File: src/rtl/bcd5311_pkg.sv
// Shared types and constants for the BCD 5311 -> 8421 sequential converter.
package bcd5311_pkg;

  // Controller states
  typedef enum logic [1:0] {
    ST_IDLE = 2'd0,
    ST_CONV = 2'd1,
    ST_DONE = 2'd2
  } state_e;

  // Legal 5311 codes, indexed by the decimal value they represent
  localparam logic [3:0] C5311_0 = 4'b0000;
  localparam logic [3:0] C5311_1 = 4'b0001;
  localparam logic [3:0] C5311_2 = 4'b0011;
  localparam logic [3:0] C5311_3 = 4'b0100;
  localparam logic [3:0] C5311_4 = 4'b0101;
  localparam logic [3:0] C5311_5 = 4'b0111;
  localparam logic [3:0] C5311_6 = 4'b1001;
  localparam logic [3:0] C5311_7 = 4'b1011;
  localparam logic [3:0] C5311_8 = 4'b1100;
  localparam logic [3:0] C5311_9 = 4'b1101;

  // Marker written into the output slice of an illegal input digit
  localparam logic [3:0] BAD_DIGIT = 4'hF;

endpackage

File: src/rtl/bcd5311_digit_dec.sv
// Combinational single-digit 5311 -> 8421 decoder with legality flag.
module bcd5311_digit_dec
  import bcd5311_pkg::*;
(
  input  logic [3:0] code,
  output logic [3:0] value,
  output logic       legal
);

  // Map the ten legal codes; anything else is flagged illegal with value 0
  always_comb begin
    value = 4'd0;
    legal = 1'b1;
    case (code)
      C5311_0: value = 4'd0;
      C5311_1: value = 4'd1;
      C5311_2: value = 4'd2;
      C5311_3: value = 4'd3;
      C5311_4: value = 4'd4;
      C5311_5: value = 4'd5;
      C5311_6: value = 4'd6;
      C5311_7: value = 4'd7;
      C5311_8: value = 4'd8;
      C5311_9: value = 4'd9;
      default: legal = 1'b0;
    endcase
  end

endmodule

File: src/rtl/bcd5311_seq_ctrl.sv
// Sequential BCD 5311 word converter: one digit per cycle, MSD first,
// producing packed 8421 digits, the binary value and an illegal-digit flag.
module bcd5311_seq_ctrl
  import bcd5311_pkg::*;
#(
  parameter int NDIG = 4,
  parameter int BW   = 14,
  localparam int IW  = (NDIG > 1) ? $clog2(NDIG) : 1
) (
  input  logic              clk,
  input  logic              rst,
  input  logic              in_valid,
  output logic              in_ready,
  input  logic [4*NDIG-1:0] in_data,
  output logic              out_valid,
  input  logic              out_ready,
  output logic [4*NDIG-1:0] out_data,
  output logic [BW-1:0]     out_bin,
  output logic              out_err,
  output logic [IW-1:0]     out_err_idx
);

  localparam int unsigned DW = 4 * NDIG;

  state_e          state_q;
  logic [DW-1:0]   word_q;
  logic [IW-1:0]   idx_q;
  logic [3:0]      cur_code;
  logic [3:0]      dig_val;
  logic            dig_legal;
  logic [BW-1:0]   bin_next;

  // Select the digit currently being converted from the latched word
  assign cur_code = word_q[{idx_q, 2'b00} +: 4];

  bcd5311_digit_dec u_dec (
    .code  (cur_code),
    .value (dig_val),
    .legal (dig_legal)
  );

  // Running binary accumulation; illegal digits contribute zero
  assign bin_next = BW'(out_bin * BW'(10)) + (dig_legal ? BW'(dig_val) : BW'(0));

  // Controller FSM with all outputs registered
  always_ff @(posedge clk) begin
    if (rst) begin
      state_q     <= ST_IDLE;
      in_ready    <= 1'b1;
      out_valid   <= 1'b0;
      out_data    <= '0;
      out_bin     <= '0;
      out_err     <= 1'b0;
      out_err_idx <= '0;
      idx_q       <= IW'(NDIG - 1);
      word_q      <= '0;
    end else begin
      case (state_q)
        ST_IDLE: begin
          if (in_valid && in_ready) begin
            state_q     <= ST_CONV;
            in_ready    <= 1'b0;
            word_q      <= in_data;
            out_bin     <= '0;
            out_err     <= 1'b0;
            out_err_idx <= '0;
            idx_q       <= IW'(NDIG - 1);
          end
        end
        ST_CONV: begin
          out_data[{idx_q, 2'b00} +: 4] <= dig_legal ? dig_val : BAD_DIGIT;
          out_bin <= bin_next;
          // First illegal digit seen is the highest-index one (MSD first)
          if (!dig_legal && !out_err) begin
            out_err     <= 1'b1;
            out_err_idx <= idx_q;
          end
          if (idx_q == '0) begin
            state_q   <= ST_DONE;
            out_valid <= 1'b1;
          end else begin
            idx_q <= idx_q - IW'(1);
          end
        end
        ST_DONE: begin
          if (out_ready) begin
            state_q   <= ST_IDLE;
            out_valid <= 1'b0;
            in_ready  <= 1'b1;
          end
        end
        default: begin
          state_q   <= ST_IDLE;
          out_valid <= 1'b0;
          in_ready  <= 1'b1;
        end
      endcase
    end
  end

endmodule
File: config.mk
export PLATFORM = sky130hd
export DESIGN_NAME = bcd5311_seq_ctrl
export DESIGN_NICKNAME = d
export VERILOG_FILES = /design/src/rtl/bcd5311_pkg.sv /design/src/rtl/bcd5311_digit_dec.sv /design/src/rtl/bcd5311_seq_ctrl.sv
export SDC_FILE = /design/constraint.sdc
export NUM_CORES = 1
export LEC_CHECK = 0
export CAP_MARGIN = 20
export CORE_MARGIN = 2
export CORE_UTILIZATION = 30
export DETAILED_ROUTE_END_ITERATION = 8
export PLACE_DENSITY_LB_ADDON = 0.12
export RECOVER_POWER = 50
export SETUP_SLACK_MARGIN = 0.4
export SLEW_MARGIN = 20
export SYNTH_ARGS = -nofsm -noshare
export SYNTH_HDL_FRONTEND = slang
export SYNTH_SLANG_ARGS = --single-unit
File: constraint.sdc
create_clock -name clk -period 2.88 [get_ports clk]
set_input_delay 0.576 -clock clk [delete_from_list [all_inputs] [get_ports clk]]
set_output_delay 0.576 -clock clk [all_outputs]
set_load 0.02 [all_outputs]
## Word level (Yosys, flattened, before mapping)

Cells that the tools add are included.

- Shift operators: 3
- Equal/unequal tests: 16
- Bitwise operators: 2
- Muxes and demuxes: 25
- Reductions and logical operators: 16
- $add $sub $neg: 3
- Multipliers: 1

Operators with widths:

| kind | count |
|---|---|
| $pmux 4 s9 | 1 |
| $pmux 14 s2 | 1 |
| $bwmux 16 | 1 |
| $eq 4x4->1 const B | 4 |
| $shift 4x6->16 const A | 1 |
| $shiftx 16x5->4 | 1 |
| $shiftx 4x6->16 | 1 |
| $reduce_and 3->1 | 5 |
| $add 14x4->14 | 1 |
| $mul 14x3->13 const B | 1 |
| $mux 14 | 1 |
| $mux 2 | 7 |
| $eq 4x3->1 const B | 3 |
| $ne 2x2->1 const B | 5 |
| $reduce_or 10->1 | 1 |
| $mux 4 | 2 |
| $pmux 2 s2 | 2 |
| $mux 1 | 6 |
| $neg 4->6 | 1 |
| $pmux 1 s3 | 2 |
| $pmux 2 s3 | 1 |
| $eq 4x1->1 const B | 1 |
| $eq 4x2->1 const B | 1 |
| $logic_not 2->1 | 2 |
| 10 further kinds | 14 |

- Register bits: 55
- Logic and storage cells: 75
- Input port bits: 20
- Output and inout port bits: 35

## Longest topological paths before layout

Gate-level depths: netlist of run 1.

- Depth in word-level cells: 8
- Mapped depth: 13
- Gate-level depth less buffers: 12

## Hierarchy

A second synthesis of run 1 with hierarchy kept.

- Cells, all modules: 363
- Area total of the unflattened synthesis: 3085.5 µm²

By module, submodules not included:

| module | sequential area each (µm²) | cells each | instances | area each (µm²) |
|---|---|---|---|---|
| bcd5311_seq_ctrl | 1101.1 | 351 | 1 | 3002.9 |
| bcd5311_digit_dec | 0.0 | 12 | 1 | 82.6 |

## Worst setup path after synthesis of run 1

No wires, ideal clock.

- Path type: reg-to-reg
- Start point: register idx_q[0]
- End point: register out_bin[13]
- Slack: -0.163 ns
- Stages on the path, launching flop included: 13
- Required time: 2.763 ns
- Period minus slack after synthesis: 3.043 ns
- Arrival: 2.926 ns
- Cells stage by stage: dfxtp_1 > buf_2 > mux4_2 > nor3_1 > o21bai_1 > ha_1 > fa_1 > a21oi_1 > nor2b_1 > nand2_1 > nor4_1 > xnor3_1 > a22o_1

- Longest elaborated chain between the ends: 7

Ends and longest elaborated chain:

| element | line | source |
|---|---|---|
| start, declared | bcd5311_seq_ctrl.sv:27 | `logic [IW-1:0] idx_q;` |
| start signal, assigned | bcd5311_seq_ctrl.sv:55 | `idx_q <= IW'(NDIG - 1);` |
| start signal, assigned | bcd5311_seq_ctrl.sv:67 | `idx_q <= IW'(NDIG - 1);` |
| start signal, assigned | bcd5311_seq_ctrl.sv:82 | `idx_q <= idx_q - IW'(1);` |
| $shiftx 16x5->4 (*) | bcd5311_seq_ctrl.sv:34 | `assign cur_code = word_q[{idx_q, 2'b00} +: 4];` |
| $eq 4x1->1, or another cell as far along | bcd5311_digit_dec.sv:14 | `case (code)` |
| $reduce_or 10->1 (no source line) | n/a |  |
| $mux 1 | bcd5311_digit_dec.sv:14 |  |
| $mux 4 (*) | bcd5311_seq_ctrl.sv:43 | `assign bin_next = BW'(out_bin * BW'(10)) + (dig_legal ? BW'(dig_val) : BW'(0));` |
| $add 14x4->14 (*) | bcd5311_seq_ctrl.sv:43 |  |
| $pmux 14 s2 (*) | bcd5311_seq_ctrl.sv:58 | `case (state_q)` |
| end signal, assigned | bcd5311_seq_ctrl.sv:72 | `out_bin <= bin_next;` |
| end, declared | bcd5311_seq_ctrl.sv:18 | `output logic [BW-1:0] out_bin,` |

Every way passes the cells marked *; elsewhere a longest branch is shown, timed or not.
A chain may end at the register's enable or synchronous reset.

## Final worst setup path of run 1

Same ends and word-level chain as after synthesis.

==> results of run 1 <==
## cell usage in the layout (no fill, tap or decap), types with 3 or more instances in the layout
master	Yosys	final
nand2b_4	0	4
nand2_1	55	54
dfxtp_1	55	50
buf_4	0	40
mux4_2	4	4
a21o_1	4	4
ha_1	27	25
o21ai_0	3	3
clkdlybuf4s50_1	0	53
nor2b_1	7	5
clkbuf_8	0	5
nor2_1	39	37
o21ai_1	3	3
nand3_1	15	15
a22oi_1	16	16
a21oi_1	44	38
a21oi_2	0	5
buf_6	0	5
inv_1	7	7
nand2b_1	8	4
dfxtp_2	0	3
xor2_1	6	5
nor3_1	7	5
nand4_1	3	3
xnor2_1	12	10
## cell type report
cell class,instances,area share [%]
clock buffer,5,1.581
clock inverter,2,0.3163
inverter,8,0.6901
multi-input combinational,287,47.53
sequential,55,25.56
tap,133,3.824
timing repair buffer,99,20.50
## worst paths after layout
check	startpoint	end	slack (ns)	cells past startpoint
setup / recovery	idx_q[0]$_SDFFE_PP1P_	out_bin[13]$_SDFFE_PP0P_	0.05	12
hold / removal	word_q[6]$_SDFFE_PP0P_	word_q[6]$_SDFFE_PP0P_	0.46	2
setup reg to reg	idx_q[0]$_SDFFE_PP1P_	out_bin[13]$_SDFFE_PP0P_	0.05	12
hold reg to reg	word_q[6]$_SDFFE_PP0P_	word_q[6]$_SDFFE_PP0P_	0.46	2
## logic make-up after synthesis
family	after synthesis	synth area share, %
AOI/OAI and AO/OA	85	17.16
xor gates and xnor gates	20	6.385
adders and majority gates	29	12.28
buffers and inverters	24	2.968
DFF	55	35.79
muxes	4	2.928
and+or+nand+nor	149	22.49
## power groups by stage
stage	sequential, W	clock [W]	combinational (W)
5_1_grt	0.000818	0.000460	0.000418
3_5_place_dp	0.000832	0	0.000341
4_1_cts	0.000814	0.000438	0.000350
6_report	0.000813	0.000417	0.000380
2_1_floorplan	0.000840	0	0.000202
3_3_place_gp	0.000832	0	0.000339
## tightest hold or removal path: stages (launching register included)
cell	delay, ns
dfxtp_1	0.32
nand2_1	0.05
a21oi_1	0.05
## metrics by stage
| stage | hold slack, ns | instance area [sq um] | cells |
|---|---|---|---|
| final | 0.4596 | 4352 | 589 |
| after global routing | 0.4762 | 4352 | 589 |
| after CTS | 0.4631 | 4169 | 579 |
| after floorplan | 0.4331 | 3144 | 366 |
| after global placement | 0.4439 | 3966 | 562 |
| after detailed placement | 0.4479 | 3966 | 562 |
## synth_stat cells (all sizes together) (3+ instances only)
| cell type | number |
|---|---|
| inv | 8 |
| nand2 | 56 |
| nor3 | 7 |
| a22oi | 16 |
| dfxtp | 55 |
| nor2b | 7 |
| nand3 | 15 |
| nand2b | 8 |
| xor2 | 6 |
| nor2 | 39 |
| a21o | 4 |
| o21ai | 6 |
| ha | 27 |
| xnor2 | 13 |
| a211oi | 3 |
| nand4 | 3 |
| nor4b | 3 |
| a21oi | 44 |
| mux4 | 4 |
| clkbuf | 14 |
## sequential cells by signal, summed over array words and instances, names as in the netlist
name	cells
idx_q	2
in_ready	1
out_bin	14
out_data	16
out_err	1
out_err_idx	2
out_valid	1
state_q	2
word_q	16
## what timing repair did
| action | 4_1_cts | 5_1_grt |
|---|---|---|
| hold buffers | 0 | 0 |
| gates cloned | 0 | 0 |
| pin swaps | 13 | 15 |
| setup buffers | 10 | 10 |
| resized for setup | 11 | 19 |
| setup endpoints to repair | 11 | 15 |
## metal layers
metal  wire length, microns  up-vias  global-route usage (%)
met5                      0        -                       0
li1                       -     1467                       -
met1                   4252     1317                   21.70
met4                     24        0                   2.476
met2                   3734       45                   23.13
met3                    226        2                   2.536
==> results.py, run 1 <==
metrics = {
    "worst_setup_path": {
        "cp.buffers_inverters": 0,
        "slowest_delay_ns": 0.54,
        "cp.required_ns": 3.09,
        "path_cells": "mux4_2 -> nand2b_4 -> nor3_4 -> o21bai_4 -> ha_4 -> fa_2 -> a21oi_2 -> nor2b_2 -> nand2_1 -> nor4_2 -> xnor3_1 -> a22o_1",
        "slowest_stage": "mux4_2",
        "cp_top_family": "simple AND/OR/NAND/NOR gates",
        "critical_path_arrival_ns": 3.05,
        "worstPathMaxFanout": 5,
        "critPathCaptureType": "register",
        "startpoint_type": "register",
        "path_class": "register to register",
    },
    "pwr": {
        "ir_drop_v": 0.0002435,
        "p_leak_nw": 1.739,
        "switching_share_pct": 29.86,
        "combPwrFrac_pct": 23.6,
        "pwr-share-clk_pct": 25.9,
        "p_per_area_mw_per_mm2": 370.0,
        "power_frac_seq_pct": 50.5,
        "fin_total_pwr_w": 0.001610,
        "p_sw_w": 0.0004807,
        "internal-power_w": 0.001129,
    },
    "logic_synthesis": {
        "synth.area.top_cells": "dfxtp_1 36%, ha_1 11%, a21oi_1 7.2%, nand2_1 6.7%, nor2_1 4.8%",
        "synth_largest_area_cell": "dfxtp_1",
        "synthesis.area_sq_mm": 0.003077,
        "syn_inst": 366,
        "synth.ff_latch_count": 55,
        "async_flop_share_pct": 0,
        "synth_top_cell_area_share_pct": 35.79,
        "synth_enable_flop_cells": 0,
        "seq_area_frac_synth_pct": 35.79,
        "synth_fp_nets": 415,
        "synth.avg_cell_area_sq_um": 8.406,
        "yosysWarnings": 0,
        "ys.flop_type": "dfxtp_1",
        "yosys.cell_types.count": 46,
    },
    "finish": {
        "drive_gt1_share_pct": 21.27,
        "seq_area_sq_mm": 0.001112,
        "areaGrowthSynthToFinish_pct": 41.44,
        "antenna-diode-count": 0,
        "utilization_pct": 44.11,
        "multiInputGateArea_sq_mm": 0.002068,
        "fillers": 980,
        "nNetsFinal": 505,
    },
    "drt": {
        "wl_per_cell_microns": 13.98,
        "route.vias.total": 2831,
        "vias_per_cell": 4.806,
        "routed_wl_mm": 8.237,
        "drtIter0Drc": 123,
        "drc": 0,
        "ant_nets": 0,
        "first_pass_iters": 4,
    },
    "hold_path": {
        "hp-class": "register to register",
    },
    "die": {
        "initial_utilization_pct": 31.19,
        "core.rowCount": 36,
        "dieArea_sq_mm": 0.01108,
        "die_h_microns": 105.3,
        "num_io_pins": 55,
        "die_w_microns": 105.3,
        "coreArea_sq_mm": 0.009864,
    },
    "cts": {
        "cts_buffers": 5,
        "cts-root-buf": "clkbuf_8",
        "clk_pin_slew_ns": 0.10,
        "clkSinkCount": 55,
        "cts_buffer_depth": 2,
        "clock_latency_ns": 0.31,
        "cts.htree.levels": 2,
        "cts_tree": "yes",
    },
    "sta": {
        "rsz0062_at_grt": "true",
        "max_freq_mhz": 352.8,
        "slew_headroom_pct": 47.57,
        "setup_ws_ns": 0.04524,
        "worst_pin_slew_ns": 0.7755,
        "setup_viol": 0,
        "period_share_pct": 98.43,
        "min_period_ns": 2.835,
        "final-hold-violation-count": 0,
        "fin_tns_setup_ns": 0,
        "drv_slew": 0,
        "finClkSkew_ns": 0.01422,
    },
    "run_status": {
        "run_status": "complete, no violations",
    },
    "grt": {
        "overflow": 0,
        "grt_antenna_before_repair": 0,
        "grtUsageTotal_pct": 14.84,
        "grt_first_pass_wirelength_mm": 13.35,
        "grt_pass1_vias": 2668,
        "grt_max_degree": 32,
    },
    "placed_design": {
        "post-place-ws_ns": -0.08714,
        "port_buffers": 54,
        "dpl.hpwl_mm": 6.001,
        "gp_congestion": 0.7641,
    },
    "job": {
        "maxCapViolations": 0,
    },
}
No activity file was read; power rests on OpenSTA's default activity.
==> inputs of run 2 (changes only) <==
ABC_AREA = 0   (was unset)
CORE_ASPECT_RATIO = 2   (was unset)
GPL_TIMING_DRIVEN = 0   (was unset)
==> results.py, run 2 (synthesized netlist as in run 1, its figures left out) <==
metrics = {
    "grt": {
        "grt_first_pass_wirelength_mm": 14.76,
        "grt_pass1_vias": 2994,
        "met1_usage_pct": 17.45,
        "grt.busiest_layer": "met2",
        "grtUsageTotal_pct": 17.43,
        "gr-usage-met3_pct": 1.920,
        "grt_antenna_before_repair": 0,
        "grtUsageMet2_pct": 33.91,
        "grt_max_degree": 16,
        "overflow": 0,
    },
    "sta": {
        "slew_headroom_pct": 51.42,
        "setup_viol": 4,
        "drv_slew": 0,
        "worst_pin_slew_ns": 0.7186,
        "period_share_pct": 100.8,
        "min_period_ns": 2.904,
        "finClkSkew_ns": 0.008353,
        "rsz0062_at_grt": "true",
        "fin_tns_setup_ns": -0.05934,
        "final-hold-violation-count": 0,
        "max_freq_mhz": 344.3,
        "setup_ws_ns": -0.02426,
    },
    "worst_setup_path": {
        "endpoint": "out_bin[9]$_SDFFE_PP0P_",
        "critPathLaunch": "idx_q[0]$_SDFFE_PP1P_",
        "startpoint_type": "register",
        "r2r_start": "idx_q[0]$_SDFFE_PP1P_",
        "reg2reg_depth": 14,
        "critPathCaptureType": "register",
        "regToRegEndpoint": "out_bin[9]$_SDFFE_PP0P_",
        "cp.required_ns": 3.05,
        "worstPathMaxFanout": 4,
        "reg2reg_slack_ns": -0.02,
        "path_class": "register to register",
        "critical_path_arrival_ns": 3.07,
    },
    "run_status": {
        "run_status": "finished with violations",
        "violations": "negative setup slack",
    },
    "cts": {
        "cts_tree": "yes",
        "clkSinkCount": 55,
        "clk_pin_slew_ns": 0.07,
        "cts_buffer_depth": 2,
        "cts-root-buf": "clkbuf_16",
        "clock_latency_ns": 0.30,
        "cts_buffers": 5,
        "cts.htree.levels": 2,
    },
    "drt": {
        "drtIter0Drc": 78,
        "routed_wl_mm": 9.091,
        "vias_per_cell": 4.889,
        "wl_per_cell_microns": 15.51,
        "ant_nets": 0,
        "drc": 0,
        "route.vias.total": 2865,
        "first_pass_iters": 4,
    },
    "finish": {
        "antenna-diode-count": 0,
        "utilization_pct": 43.52,
        "final_cell_mix": "54 x nand2_1, 47 x dfxtp_1, 37 x nor2_1, 37 x a21oi_1, 30 x dlygate4sd3_1",
        "largestRegisters": "out_data (16), word_q (16), out_bin (14)",
        "final_area_sq_mm": 0.004389,
        "fin_cells": 586,
        "nNetsFinal": 499,
        "areaGrowthSynthToFinish_pct": 42.66,
        "fillers": 1032,
        "final_common_cell": "nand2_1",
        "drive_gt1_share_pct": 18.85,
    },
    "placed_design": {
        "gp_congestion": 0.8362,
        "place_area_sq_mm": 0.003844,
        "port_buffers": 53,
        "place_inst": 554,
        "dpl.hpwl_mm": 6.863,
    },
    "pwr": {
        "ir_drop_v": 0.0003760,
        "p_leak_nw": 1.787,
        "p_per_area_mw_per_mm2": 407.7,
    },
    "die": {
        "die_h_microns": 147.2,
        "num_io_pins": 55,
        "coreArea_sq_mm": 0.01008,
        "core.rowCount": 52,
        "die_w_microns": 75.61,
        "initial_utilization_pct": 30.51,
        "dieArea_sq_mm": 0.01113,
    },
    "job": {
        "maxCapViolations": 0,
    },
    "hold_path": {
        "whs_path_depth": 2,
        "hp-class": "register to register",
    },
}
[run 2: critical path, cell delays in order, from the launching register on]
cell and delay, ns:
dfxtp_4 0.37, buf_8 0.11, mux4_2 0.55, buf_6 0.17
nand2b_4 0.06, nor3_2 0.05, o21bai_4 0.19, ha_4 0.17
fa_2 0.34, a21oi_2 0.16, nor2b_2 0.08, buf_4 0.15
nand4_1 0.08, xor2_1 0.19, a211oi_2 0.09
[run 2: what timing repair did]
item                                    CTS  global route
endpoints found under the setup margin   21            24
gates resized for setup                  37            10
hold buffers                              0             0
pin swaps                                22            10
buffers inserted                         20             4
[run 2: worst min-delay path by stage]
stage | slack, ns | start | endpoint
global route | 0.47 | word_q[6]$_SDFFE_PP0P_ | word_q[6]$_SDFFE_PP0P_
floorplan | 0.43 | word_q[10]$_SDFFE_PP0P_ | word_q[10]$_SDFFE_PP0P_
CTS | 0.46 | word_q[7]$_SDFFE_PP0P_ | word_q[7]$_SDFFE_PP0P_
detailed placement | 0.45 | word_q[7]$_SDFFE_PP0P_ | word_q[7]$_SDFFE_PP0P_
global placement | 0.44 | word_q[6]$_SDFFE_PP0P_ | word_q[6]$_SDFFE_PP0P_
finish | 0.45 | word_q[6]$_SDFFE_PP0P_ | word_q[6]$_SDFFE_PP0P_
[run 2: where the power goes]
group / internal (W) / switching [W] / leakage [nW]
Sequential: 0.000790 / 0.0000253 / 0.449
Combinational: 0.000163 / 0.000212 / 1.27
Clock: 0.000323 / 0.000276 / 0.0679
Total: 0.00128 / 0.000513 / 1.79
[run 2: through the flow]
step	setup WS [ns]	hold slack (ns)	power, W
3_5_place_dp	-0.4771	0.4471	0.001164
4_1_cts	-0.06307	0.4564	0.001803
6_report	-0.02426	0.4529	0.001790
5_1_grt	-0.1290	0.4664	0.001878
3_3_place_gp	-0.4560	0.4436	0.001162
2_1_floorplan	0.008408	0.4331	0.001041
[run 2: routing by layer]
metal,vias up,share of wire [%]
met5,-,0
met2,35,61
met1,1367,35
li1,1452,-
met4,0,2.4
met3,11,1.6
[run 2: layout make-up]
type / count / area, sq um / share of cell area (%)
Multi-Input combinational cell: 287 / 2130 / 48.52
Sequential cell: 55 / 1116 / 25.43
Timing Repair Buffer: 77 / 733.2 / 16.70
Tap cell: 135 / 168.9 / 3.848
Clock buffer: 7 / 132.6 / 3.022
Buffer: 16 / 73.82 / 1.682
Inverter: 8 / 30.03 / 0.6842
Clock inverter: 1 / 5.005 / 0.1140
==> inputs of run 3 (changes only) <==
ABC_CLOCK_PERIOD_IN_PS = 2880   (was unset)
==> results of run 3 <==
The final DEF is identical to that of run 2; final timing and power are the same.
